[config.mk]
export PLATFORM = sky130hd
export DESIGN_NAME = keypad_scanner
export DESIGN_NICKNAME = d
export VERILOG_FILES = /design/src/rtl/keypad_scanner.sv
export SDC_FILE = /design/constraint.sdc
export NUM_CORES = 1
export LEC_CHECK = 0
export CAP_MARGIN = 20
export CORE_AREA = 2 2 75 77
export CTS_BUF_LIST = sky130_fd_sc_hd__clkbuf_4 sky130_fd_sc_hd__clkbuf_8 sky130_fd_sc_hd__clkbuf_16
export DETAILED_ROUTE_END_ITERATION = 8
export DIE_AREA = 0 0 77 79
export GPL_TIMING_DRIVEN = 0
export PLACE_DENSITY_LB_ADDON = 0.3
export SETUP_SLACK_MARGIN = 0.2
export SLEW_MARGIN = 20
export SYNTH_ARGS = -nofsm -noshare
export SYNTH_HDL_FRONTEND = slang
export SYNTH_SLANG_ARGS = --single-unit
[constraint.sdc]
create_clock -name clock -period 2.2 [get_ports clock]
set_input_delay 0.55 -clock clock [delete_from_list [all_inputs] [get_ports clock]]
set_output_delay 0.55 -clock clock [all_outputs]
set_load 0.01 [all_outputs]
[src/rtl/keypad_scanner.sv]
// Scans a 4x4 active-low keypad and publishes a whole-frame debounced key vector.
// Latency: 2-flop col sync plus DEBOUNCE_FRAMES frames of 4*SCAN_DIV cycles; no backpressure (free-running scan).
// Optional KEYPAD_GHOST_REJECT_EN: frames with 3+ keys set are dropped before debounce.
module keypad_scanner #(
    parameter int SCAN_DIV        = 1000,
    parameter int DEBOUNCE_FRAMES = 4
) (
    input  logic        clock,
    input  logic        reset,
    input  logic [3:0]  col,
    output logic [3:0]  row,
    output logic [15:0] keyboard,
    output logic        frame_done
);

    localparam int PW = (SCAN_DIV > 1) ? $clog2(SCAN_DIV) : 1;
    localparam int CW = (DEBOUNCE_FRAMES > 1) ? $clog2(DEBOUNCE_FRAMES) : 1;
    localparam logic [PW-1:0] PH_LAST  = PW'(SCAN_DIV - 1);
    localparam logic [CW-1:0] CNT_LAST = CW'(DEBOUNCE_FRAMES - 1);

    logic [3:0]    col_s1;
    logic [3:0]    col_s2;
    logic [PW-1:0] phase;
    logic [1:0]    row_idx;
    logic [15:0]   raw;
    logic [15:0]   cand;
    logic [CW-1:0] cnt;

    logic          sample_now;
    logic          frame_end;
    logic [1:0]    next_idx;
    logic [15:0]   frame_new;
    logic          same;
    logic [CW-1:0] cnt_inc;
    logic [CW-1:0] cnt_next;
    logic          accept;

    always_comb begin
        sample_now = (phase == PH_LAST);
        frame_end  = sample_now && (row_idx == 2'd3);
        next_idx   = row_idx + 2'd1;
        // Row 3 is latched on the same edge the frame is evaluated, so splice it in here.
        frame_new  = {~col_s2, raw[11:0]};
        same       = (frame_new == cand);
        cnt_inc    = (cnt == CNT_LAST) ? cnt : cnt + CW'(1);
        cnt_next   = same ? cnt_inc : '0;
    end

`ifdef KEYPAD_GHOST_REJECT_EN
    logic [4:0] pop;

    always_comb begin
        pop = '0;
        for (int i = 0; i < 16; i++) begin
            pop = pop + 5'(frame_new[i]);
        end
        accept = (pop < 5'd3);
    end
`else
    assign accept = 1'b1;
`endif

    always_ff @(posedge clock) begin
        if (reset) begin
            col_s1     <= 4'b1111;
            col_s2     <= 4'b1111;
            phase      <= '0;
            row_idx    <= 2'd0;
            row        <= 4'b1110;
            raw        <= '0;
            cand       <= '0;
            cnt        <= '0;
            keyboard   <= '0;
            frame_done <= 1'b0;
        end else begin
            col_s1     <= col;
            col_s2     <= col_s1;
            frame_done <= frame_end;

            if (sample_now) begin
                raw[{row_idx, 2'b00} +: 4] <= ~col_s2;
                phase   <= '0;
                row_idx <= next_idx;
                row     <= ~(4'b0001 << next_idx);
            end else begin
                phase <= phase + PW'(1);
            end

            if (frame_end && accept) begin
                if (same) begin
                    cnt <= cnt_inc;
                end else begin
                    cand <= frame_new;
                    cnt  <= '0;
                end
                // A single-frame debounce publishes a fresh candidate immediately.
                if (cnt_next == CNT_LAST) begin
                    keyboard <= frame_new;
                end
            end
        end
    end

endmodule
==> impl_metrics.tcl, run 1 <==
set metrics [dict create \
    ir_drop_mv 0.455 \
    antenna_found_initial 0 \
    cp-startpoint "phase[0]" \
    clockRootBuffer "clkbuf_8" \
    cts_htree_levels 3 \
    cts.sinks 71 \
    ys_top_cells_by_area "dfxtp_1 (50%), a21oi_1 (8.0%), nand3_1 (5.4%)" \
    grt_max_degree 12 \
    drv_slew 0 \
    r2r_setup_slack_ns 0.22 \
    synth_top_family_by_area "simple AND/OR/NAND/NOR gates" \
    synthTopCellsByCount "dfxtp_1 (71), a21oi_1 (46), nand3_1 (31), o21ai_0 (27), nand2_1 (19)" \
    yosysTopAreaCell "dfxtp_1" \
    async_reset_ff_share_pct 0 \
    fin_nets 377 \
    start_kind "register" \
    skew_ns 0.00862 \
    setup-violations-final 0 \
    cp.arrival_ns 2.19 \
    wl_met1_microns 2910 \
    muxShareOfSynthArea_pct 0.349 \
    drt_iter0_markers 228 \
    synth_most_common_cell "dfxtp_1" \
    synth_top_area_share_pct 49.6 \
    grt_setup_unrepaired "yes" \
    wire_per_inst_microns 14.5 \
    fin_util_pct 66.6 \
    syn_nets 334 \
    worstMarginPinSlew_ns 0.531 \
    viasPerCell 5.44 \
    num_vias 2401 \
    ant_nets 0 \
    synth-main-ff-cell "dfxtp_1" \
    wl_microns 6410 \
    overflow 0 \
    met3WireLength_microns 230 \
    cp-endpoint "cand[5]" \
    max_freq_ghz 0.506 \
    synthAdderAreaFrac_pct 2.62 \
    max_stage_delay_ns 0.60 \
    hold_path_class "register to register" \
    top_layer_used "met4" \
    ioPinCount 27 \
    initial_utilization_pct 53.7 \
    port_buffers 25 \
    die_x_microns 77 \
    clk_pin_slew_worst_paths_ns 0.07 \
    met2_length_microns 3170 \
    grt_pass1_wl_microns 10100 \
    yosys_register_bits 71 \
    synth_edf_count 0 \
    drive_gt1_share_pct 15.7 \
    crit_path_cell_trace "ha_4 -> nand4_1 -> buf_4 -> or4_4 -> clkbuf_16 -> o21ai_1 -> a21oi_1" \
    finalCriticalPeriod_ns 1.98 \
    place_ws_ns -0.0180 \
    fin_ws_ns 0.223 \
    critPathRequiredTime_ns 2.41 \
    synth-xor-area-share_pct 7.64 \
    gp_congestion 0.843 \
    cap_violations 0 \
    dieArea_sq_um 6080 \
    outcome "complete, no violations" \
    power_density_nw_per_um2 679 \
    clk_latency_ns 0.35 \
    critPathBufInv 2 \
    syn_avg_cell_area_sq_um 8.91 \
    worstSetupPathType "register to register" \
    yosysWarnings 0 \
    synth_simple_gate_area_share_pct 21.3 \
    ys_seq_area_share_pct 49.6 \
    fin_crit_sh_pct 89.9 \
    cp_slowest_cell "or4_4" \
    crit_cells 7 \
    critPathMaxFanout 6 \
    netlist_instances 322 \
    route.detailed.drc 0 \
    drt_first_pass_iters 4 \
    antennaDiodeCount 0 \
    numCtsBuffers 9 \
    area_growth_pct 23.9 \
    r2r_start "phase[0]" \
    hold_viol 0 \
    synth_area_sq_um 2870 \
    critPathTopFamily "simple AND/OR/NAND/NOR gates" \
    maxSlewHeadroom_pct 64.6 \
    die_y_microns 79 \
    r2r_cells 7 \
    core.rowCount 27 \
    clockBufferDepth 2 \
    r2r-end "cand[5]" \
    cts_tree "yes" \
    synth_compound_area_share_pct 15.0 \
    power.leakage_nw 1.24 \
    core-area_sq_um 5340 \
    dp_hpwl_microns 4390 \
    yosysUniqueCellTypes 29 \
    grt_pass1_vias 2159 \
    critical_path.endpoint_type "register" \
    grtUsageTotal_pct 21.3 \
]
==> stage by stage <==
step	power, mW	setup TNS [ns]	std cells	hold slack, ns	instance area, sq um
floorplan	1.40	0	322	0.389	2870
global placement	1.43	0	419	0.393	3210
detailed placement	1.43	-0.0433	419	0.396	3210
CTS	2.42	0	438	0.408	3450
global route	2.48	0	441	0.425	3550
finish	2.41	0	441	0.408	3550
==> report_power, final <==
part           switching [mW]  internal (mW)  leakage, nW
Sequential             0.0126           1.30        0.574
Combinational          0.0705         0.0410        0.562
Clock                   0.471          0.522       0.0991
==> worst min path at each step <==
stage	start	to	slack, ns	cells after the start
6_report	col_s1[0]	col_s2[0]	0.41	1
5_1_grt	col_s1[0]	col_s2[0]	0.43	1
4_1_cts	col_s1[0]	col_s2[0]	0.41	1
3_5_place_dp	col_s1[1]	col_s2[1]	0.40	1
3_3_place_gp	col_s1[1]	col_s2[1]	0.39	1
2_1_floorplan	col_s1[0]	col_s2[0]	0.39	1
==> repair_timing <==
item | 4_1_cts | 5_1_grt
gates resized for setup | 9 | 28
pin swaps | 4 | 8
endpoints found under the setup margin | 44 | 34
buffers inserted | 4 | 2
cloned | 0 | 1
hold buffers | 0 | 0
==> worst register-to-register path: stages (launching register included) <==
cell       delay (ns)
dfxtp_4          0.36
ha_4             0.12
nand4_1          0.17
buf_4            0.20
or4_4            0.60
clkbuf_16        0.20
o21ai_1          0.11
a21oi_1          0.07
==> cell type report <==
class / instances / area [sq um]
tap: 72 / 90.1
clock inverter: 5 / 50.0
multi-input combinational: 227 / 1410
inverter: 3 / 11.3
fill: 468 / 1780
clock buffer: 10 / 131
timing repair buffer: 32 / 320
sequential: 71 / 1430
buffer: 21 / 114
==> state kept, by name (all words and copies together), names as in the netlist <==
name        count
row_idx         2
col_s1          4
col_s2          4
cand           16
row             4
raw            12
keyboard       16
phase          10
frame_done      1
cnt             2
==> layout by cell type, fill, tap and decap left out, types with 3 or more instances in the layout <==
master,Yosys,routed
nor4_2,0,3
nor2_1,10,9
clkbuf_8,0,9
ha_1,6,5
clkinv_2,0,4
xor2_1,16,16
xnor2_1,9,9
o21ai_0,27,19
clkdlybuf4s50_1,0,25
a211oi_1,4,4
nor3_1,10,10
clkbuf_4,0,4
nand2b_1,4,4
clkbuf_1,13,11
buf_4,0,8
nand2_1,19,19
dfxtp_1,71,66
or2_2,8,8
inv_1,3,3
nand3_1,31,31
o21ai_1,0,6
a21oi_1,46,46
a311oi_1,4,4
buf_2,8,3
dfxtp_2,0,4
nand2_2,3,3
or3_1,13,13
==> cells by family after synthesis <==
group | after synthesis
buffers and inverters | 24
AO/OA/AOI/OAI | 81
multiplexers | 1
adder cells (fa/ha/maj) | 6
XOR/XNOR | 25
flip-flops | 71
AND/OR/NAND/NOR | 114
==> per-layer routing <==
| layer | GRT usage [%] | vias to the layer above |
|---|---|---|
| met5 | 0 | - |
| met4 | 10.2 | 0 |
| met3 | 5.34 | 10 |
| met2 | 35.3 | 48 |
| met1 | 26.1 | 1122 |
| li1 | - | 1221 |
Note: power is estimated with default switching activity, not from simulation.
==> inputs of run 2 (changes only) <==
- CORE_AREA: 2 2 75 77 -> 10 10 83 85
- DIE_AREA: 0 0 77 79 -> 0 0 93 95
- GPL_TIMING_DRIVEN: 0 -> 1
==> impl_metrics.tcl, run 2 (synthesis results as in run 1) <==
set metrics [dict create \
    outcome "complete, no violations" \
    grt_max_degree 42 \
    tns_ns 0 \
    grt_pass1_vias 2218 \
    critPathRequiredTime_ns 2.43 \
    core-area_sq_um 5340 \
    critPathTopFamily "simple AND/OR/NAND/NOR gates" \
    hold_viol 0 \
    max_stage_delay_ns 0.63 \
    cap_violations 0 \
    ioPinCount 27 \
    cts_tree "yes" \
    clockBufferDepth 2 \
    dp_hpwl_microns 4390 \
    drv_slew 0 \
    ant_nets 0 \
    mostFrequentLayoutCell "dfxtp_1" \
    area_growth_pct 24.7 \
    core.rowCount 27 \
    initial_utilization_pct 53.7 \
    cts_htree_levels 3 \
    grtUsageTotal_pct 15.4 \
    hold_path_class "register to register" \
    wire_per_inst_microns 14.9 \
    setup-violations-final 0 \
    skew_ns 0.00835 \
    clk_latency_ns 0.35 \
    cts.sinks 71 \
    port_buffers 26 \
    cp_slowest_cell "or4_4" \
    cp.arrival_ns 2.12 \
    critPathMaxFanout 12 \
    num_vias 2361 \
    grt_pass1_wl_microns 10900 \
    ctsHoldBuffers 0 \
    drt_iter0_markers 138 \
    fin_hold_ws_ns 0.410 \
    route.detailed.drc 0 \
    fin_crit_sh_pct 85.9 \
    viasPerCell 5.44 \
    crit_path_cell_trace "ha_4 -> nand4_1 -> or4_4 -> buf_4 -> o21ai_0 -> a21oi_1" \
    wl_microns 6470 \
    critical_path.endpoint_type "register" \
    clk_pin_slew_worst_paths_ns 0.07 \
    final_cell_mix "dfxtp_1 (68), a21oi_1 (46), nand3_1 (31), clkdlybuf4s50_1 (25), o21ai_0 (24)" \
    clockRootBuffer "clkbuf_8" \
    drive_gt1_share_pct 15.7 \
    antenna_found_initial 0 \
    numCtsBuffers 9 \
    worstSetupPathType "register to register" \
    critPathBufInv 1 \
    grt_setup_unrepaired "no" \
    worstMarginPinSlew_ns 0.520 \
    max_freq_ghz 0.529 \
    power.leakage_nw 1.26 \
    gp_congestion 0.818 \
    fin_nets 369 \
    die_x_microns 93 \
    power_density_nw_per_um2 743 \
    drt_first_pass_iters 4 \
    finalCriticalPeriod_ns 1.89 \
    overflow 0 \
    ir_drop_mv 0.538 \
    dieArea_sq_um 8840 \
    antennaDiodeCount 0 \
    largestRegisters "cand x16, keyboard x16, raw x12" \
    maxSlewHeadroom_pct 65.3 \
    die_y_microns 95 \
    start_kind "register" \
]
-- run 2: final timing paths --
kind / start / to / slack [ns] / depth (start not counted)
hold reg to reg: col_s1[0] / col_s2[0] / 0.41 / 1
setup / recovery: phase[1] / cand[0] / 0.31 / 6
hold / removal: col_s1[0] / col_s2[0] / 0.41 / 1
setup reg to reg: phase[1] / cand[0] / 0.31 / 6
-- run 2: layout make-up --
type | count | area, sq um
fillers | 468 | 1760
flip-flops and latches | 71 | 1430
multi-input cells | 227 | 1390
repair buffers | 45 | 418
clock buffers | 14 | 186
well taps | 72 | 90.1
clock inverters | 2 | 60.1
inverters | 3 | 11.3
-- run 2: what timing repair did --
action | in CTS | in global routing
endpoints found under the setup margin | 7 | 45
cloned | 0 | 0
buffers inserted | 0 | 3
resized for setup | 2 | 14
pin swaps | 0 | 3
-- run 2: routing by layer --
layer	GRT usage [%]	up-vias	part of all wire (%)
met3	5.71	14	5.4
met4	7.84	0	2.3
met1	18.2	1087	44
met5	0	-	0
li1	-	1205	-
met2	23.9	55	48
-- run 2: metrics by stage --
stage / cells / setup slack, ns / cell area [sq um] / total power [mW] / utilization, %
after CTS: 431 / 0.216 / 3510 / 2.67 / 65.8
final: 434 / 0.311 / 3580 / 2.66 / 67.0
after global placement: 415 / 0.247 / 3260 / 1.44 / 61.1
after global routing: 434 / 0.206 / 3580 / 2.74 / 67.0
after floorplan: 322 / 0.368 / 2870 / 1.40 / -
after detailed placement: 415 / 0.202 / 3260 / 1.44 / 61.1
-- run 2: report_power, final --
part / leakage [nW] / total (mW) / switching (mW) / internal (mW)
sequential: 0.575 / 1.31 / 0.00948 / 1.30
combinational: 0.556 / 0.108 / 0.0668 / 0.0412
clock: 0.126 / 1.24 / 0.467 / 0.776
total: 1.26 / 2.66 / 0.543 / 2.11
==> inputs of run 3 (changes only) <==
- ABC_AREA: unset -> 1
- CORE_AREA: 10 10 83 85 -> 10 10 87 89
- DIE_AREA: 0 0 93 95 -> 0 0 97 99
==> impl_metrics.tcl, run 3 <==
set metrics [dict create \
    drt_first_pass_iters 4 \
    ant_nets 0 \
    placed_cells 543 \
    synth_most_common_cell "nor2_1" \
    synth_area_sq_um 3210 \
    hold_path_class "register to register" \
    start_kind "register" \
    hp-start "col_s1[1]" \
    clk_pin_slew_worst_paths_ns 0.07 \
    drive_gt1_share_pct 11.0 \
    antenna_found_initial 0 \
    worstMarginPinSlew_ns 0.592 \
    core.rowCount 28 \
    yosysUniqueCellTypes 31 \
    fin_cells 558 \
    gp_congestion 0.861 \
    critPathMaxFanout 6 \
    synth-main-ff-cell "dfxtp_1" \
    regArea_sq_um 1420 \
    clockRootBuffer "clkbuf_8" \
    grt_max_degree 42 \
    ioPinCount 27 \
    clockBufferDepth 2 \
    async_reset_ff_share_pct 0 \
    drt_iter0_markers 125 \
    antennaDiodeCount 0 \
    worstSetupPathType "register to register" \
    r2r_start "row_idx[0]" \
    switching_share_pct 21.6 \
    critPathRequiredTime_ns 2.48 \
    outcome "complete, no violations" \
    post-cts-setup-buffer-count 0 \
    grt_pass1_wl_microns 11500 \
    syn_nets 463 \
    power_density_nw_per_um2 655 \
    numCtsBuffers 9 \
    grtUsageTotal_pct 14.2 \
    power.leakage_nw 1.65 \
    fillCellCount 512 \
    initial_utilization_pct 54.8 \
    cts_tree "yes" \
    clk_latency_ns 0.34 \
    power_switching_uw 522 \
    holdPathEnd "col_s2[1]" \
    cts_resized 0 \
    route.detailed.drc 0 \
    netlist_instances 451 \
    ir_drop_mv 0.403 \
    power.internal_mw 1.90 \
    fin_nets 491 \
    syn_avg_cell_area_sq_um 7.11 \
    yosysWarnings 0 \
    clockPowerShare_pct 42.9 \
    tns_ns 0 \
    dieArea_sq_um 9600 \
    grt_pass1_vias 2541 \
    overflow 0 \
    wire_per_inst_microns 12.0 \
    die_x_microns 97 \
    area_growth_pct 15.5 \
    yosys_register_bits 71 \
    max_freq_ghz 0.554 \
    viasPerCell 4.80 \
    r2r_setup_slack_ns 0.39 \
    largestRegisters "cand x16, keyboard x16, raw x12" \
    core-area_sq_um 5850 \
    cp.arrival_ns 2.08 \
    critical_path.endpoint_type "register" \
    dp_hpwl_microns 4670 \
    num_vias 2681 \
    cts_htree_levels 3 \
    r2r-end "raw[3]" \
    fin_crit_sh_pct 82.1 \
    r2r_cells 5 \
    combPwrFrac_pct 3.3 \
    port_buffers 26 \
    drv_slew 0 \
    seq_power_share_pct 53.8 \
    mostFrequentLayoutCell "nor2_1" \
    finalCriticalPeriod_ns 1.81 \
    cap_violations 0 \
    skew_ns 0.00902 \
    fin_util_pct 63.3 \
    synth_top_area_share_pct 44.3 \
    final_cell_mix "nor2_1 (103), nand2_1 (96), dfxtp_1 (71), inv_1 (58), clkdlybuf4s50_1 (26)" \
    multiInputGateArea_sq_um 1470 \
    hold_depth 1 \
    die_y_microns 99 \
    ys_seq_area_share_pct 44.3 \
    yosysTopAreaCell "dfxtp_1" \
    grt_setup_unrepaired "no" \
    maxSlewHeadroom_pct 60.4 \
    cts.sinks 71 \
    wl_microns 6690 \
    synth_edf_count 0 \
    ys_top_cells_by_area "dfxtp_1 (44%), nor2_1 (12%), nand2_1 (11%)" \
    synthTopCellsByCount "nor2_1 (103), nand2_1 (96), dfxtp_1 (71), inv_1 (58), o21ai_0 (20)" \
    hold_viol 0 \
    setup-violations-final 0 \
    ctsHoldBuffers 0 \
]
[run 3: cell types whose count changed in the layout (fill, tap and decap cells not counted), sizes merged, moves of 5 or more]
cell    change
nor4        -7
a21oi      -30
nand2      +76
or3        -12
nor2      +110
nor3        -8
o21ai       -6
buf        -17
xnor2       -7
inv        +59
a211oi      +5
xor2       -11
nand3      -21
[run 3: worst max path at each step]
| stage | from | end | slack, ns | cells past startpoint |
|---|---|---|---|---|
| after detailed placement | phase[0] | keyboard[11] | 0.32 | 8 |
| after CTS | phase[0] | keyboard[11] | 0.30 | 8 |
| after global routing | phase[0] | phase[8] | 0.22 | 8 |
| after global placement | phase[0] | keyboard[9] | 0.42 | 8 |
| after floorplan | phase[0] | keyboard[9] | 0.70 | 9 |
| final | row_idx[0] | raw[3] | 0.39 | 5 |
[run 3: power groups by stage]
stage | registers [mW] | clock network, mW | logic [mW]
3_3_place_gp | 1.33 | 0 | 0.0769
5_1_grt | 1.31 | 1.11 | 0.0907
4_1_cts | 1.30 | 1.06 | 0.0788
3_5_place_dp | 1.33 | 0 | 0.0783
6_report | 1.30 | 1.04 | 0.0801
2_1_floorplan | 1.33 | 0 | 0.0578
[run 3: final cells by class]
class / instances / area share [%]
Clock buffer: 12 / 4.12
Clock inverter: 3 / 1.18
Inverter: 62 / 6.35
Multi-Input combinational cell: 306 / 39.8
Sequential cell: 71 / 38.4
Tap cell: 75 / 2.53
Timing Repair Buffer: 29 / 7.64
[run 3: worst max-delay path, stage by stage (launching register included)]
cell and delay (ns):
dfxtp_1 0.44, inv_1 0.14, ha_1 0.36, nor3b_1 0.53, nand2_1 0.11, a21oi_1 0.16
[run 3: per-stage QoR]
stage / setup WS (ns) / power (mW) / hold slack (ns) / area [sq um]
6_report: 0.394 / 2.42 / 0.411 / 3700
5_1_grt: 0.220 / 2.50 / 0.443 / 3700
4_1_cts: 0.299 / 2.44 / 0.415 / 3690
3_5_place_dp: 0.317 / 1.41 / 0.398 / 3500
3_3_place_gp: 0.422 / 1.41 / 0.391 / 3500
2_1_floorplan: 0.700 / 1.39 / 0.389 / 3210
[run 3: cell families after synthesis]
family / synth area share (%)
and+or+nand+nor: 33.3
buffers and inverters: 10.0
DFF: 44.3
AOI/OAI and AO/OA: 8.12
xor gates and xnor gates: 1.91
adders and majority gates: 2.34
[run 3: per-layer routing]
| layer | wire, microns | vias to the layer above | GRT usage (%) |
|---|---|---|---|
| li1 | - | 1432 | - |
| met1 | 3110 | 1180 | 16.4 |
| met2 | 3060 | 52 | 23.4 |
| met3 | 347 | 17 | 3.91 |
| met4 | 174 | 0 | 7.83 |
| met5 | 0 | - | 0 |
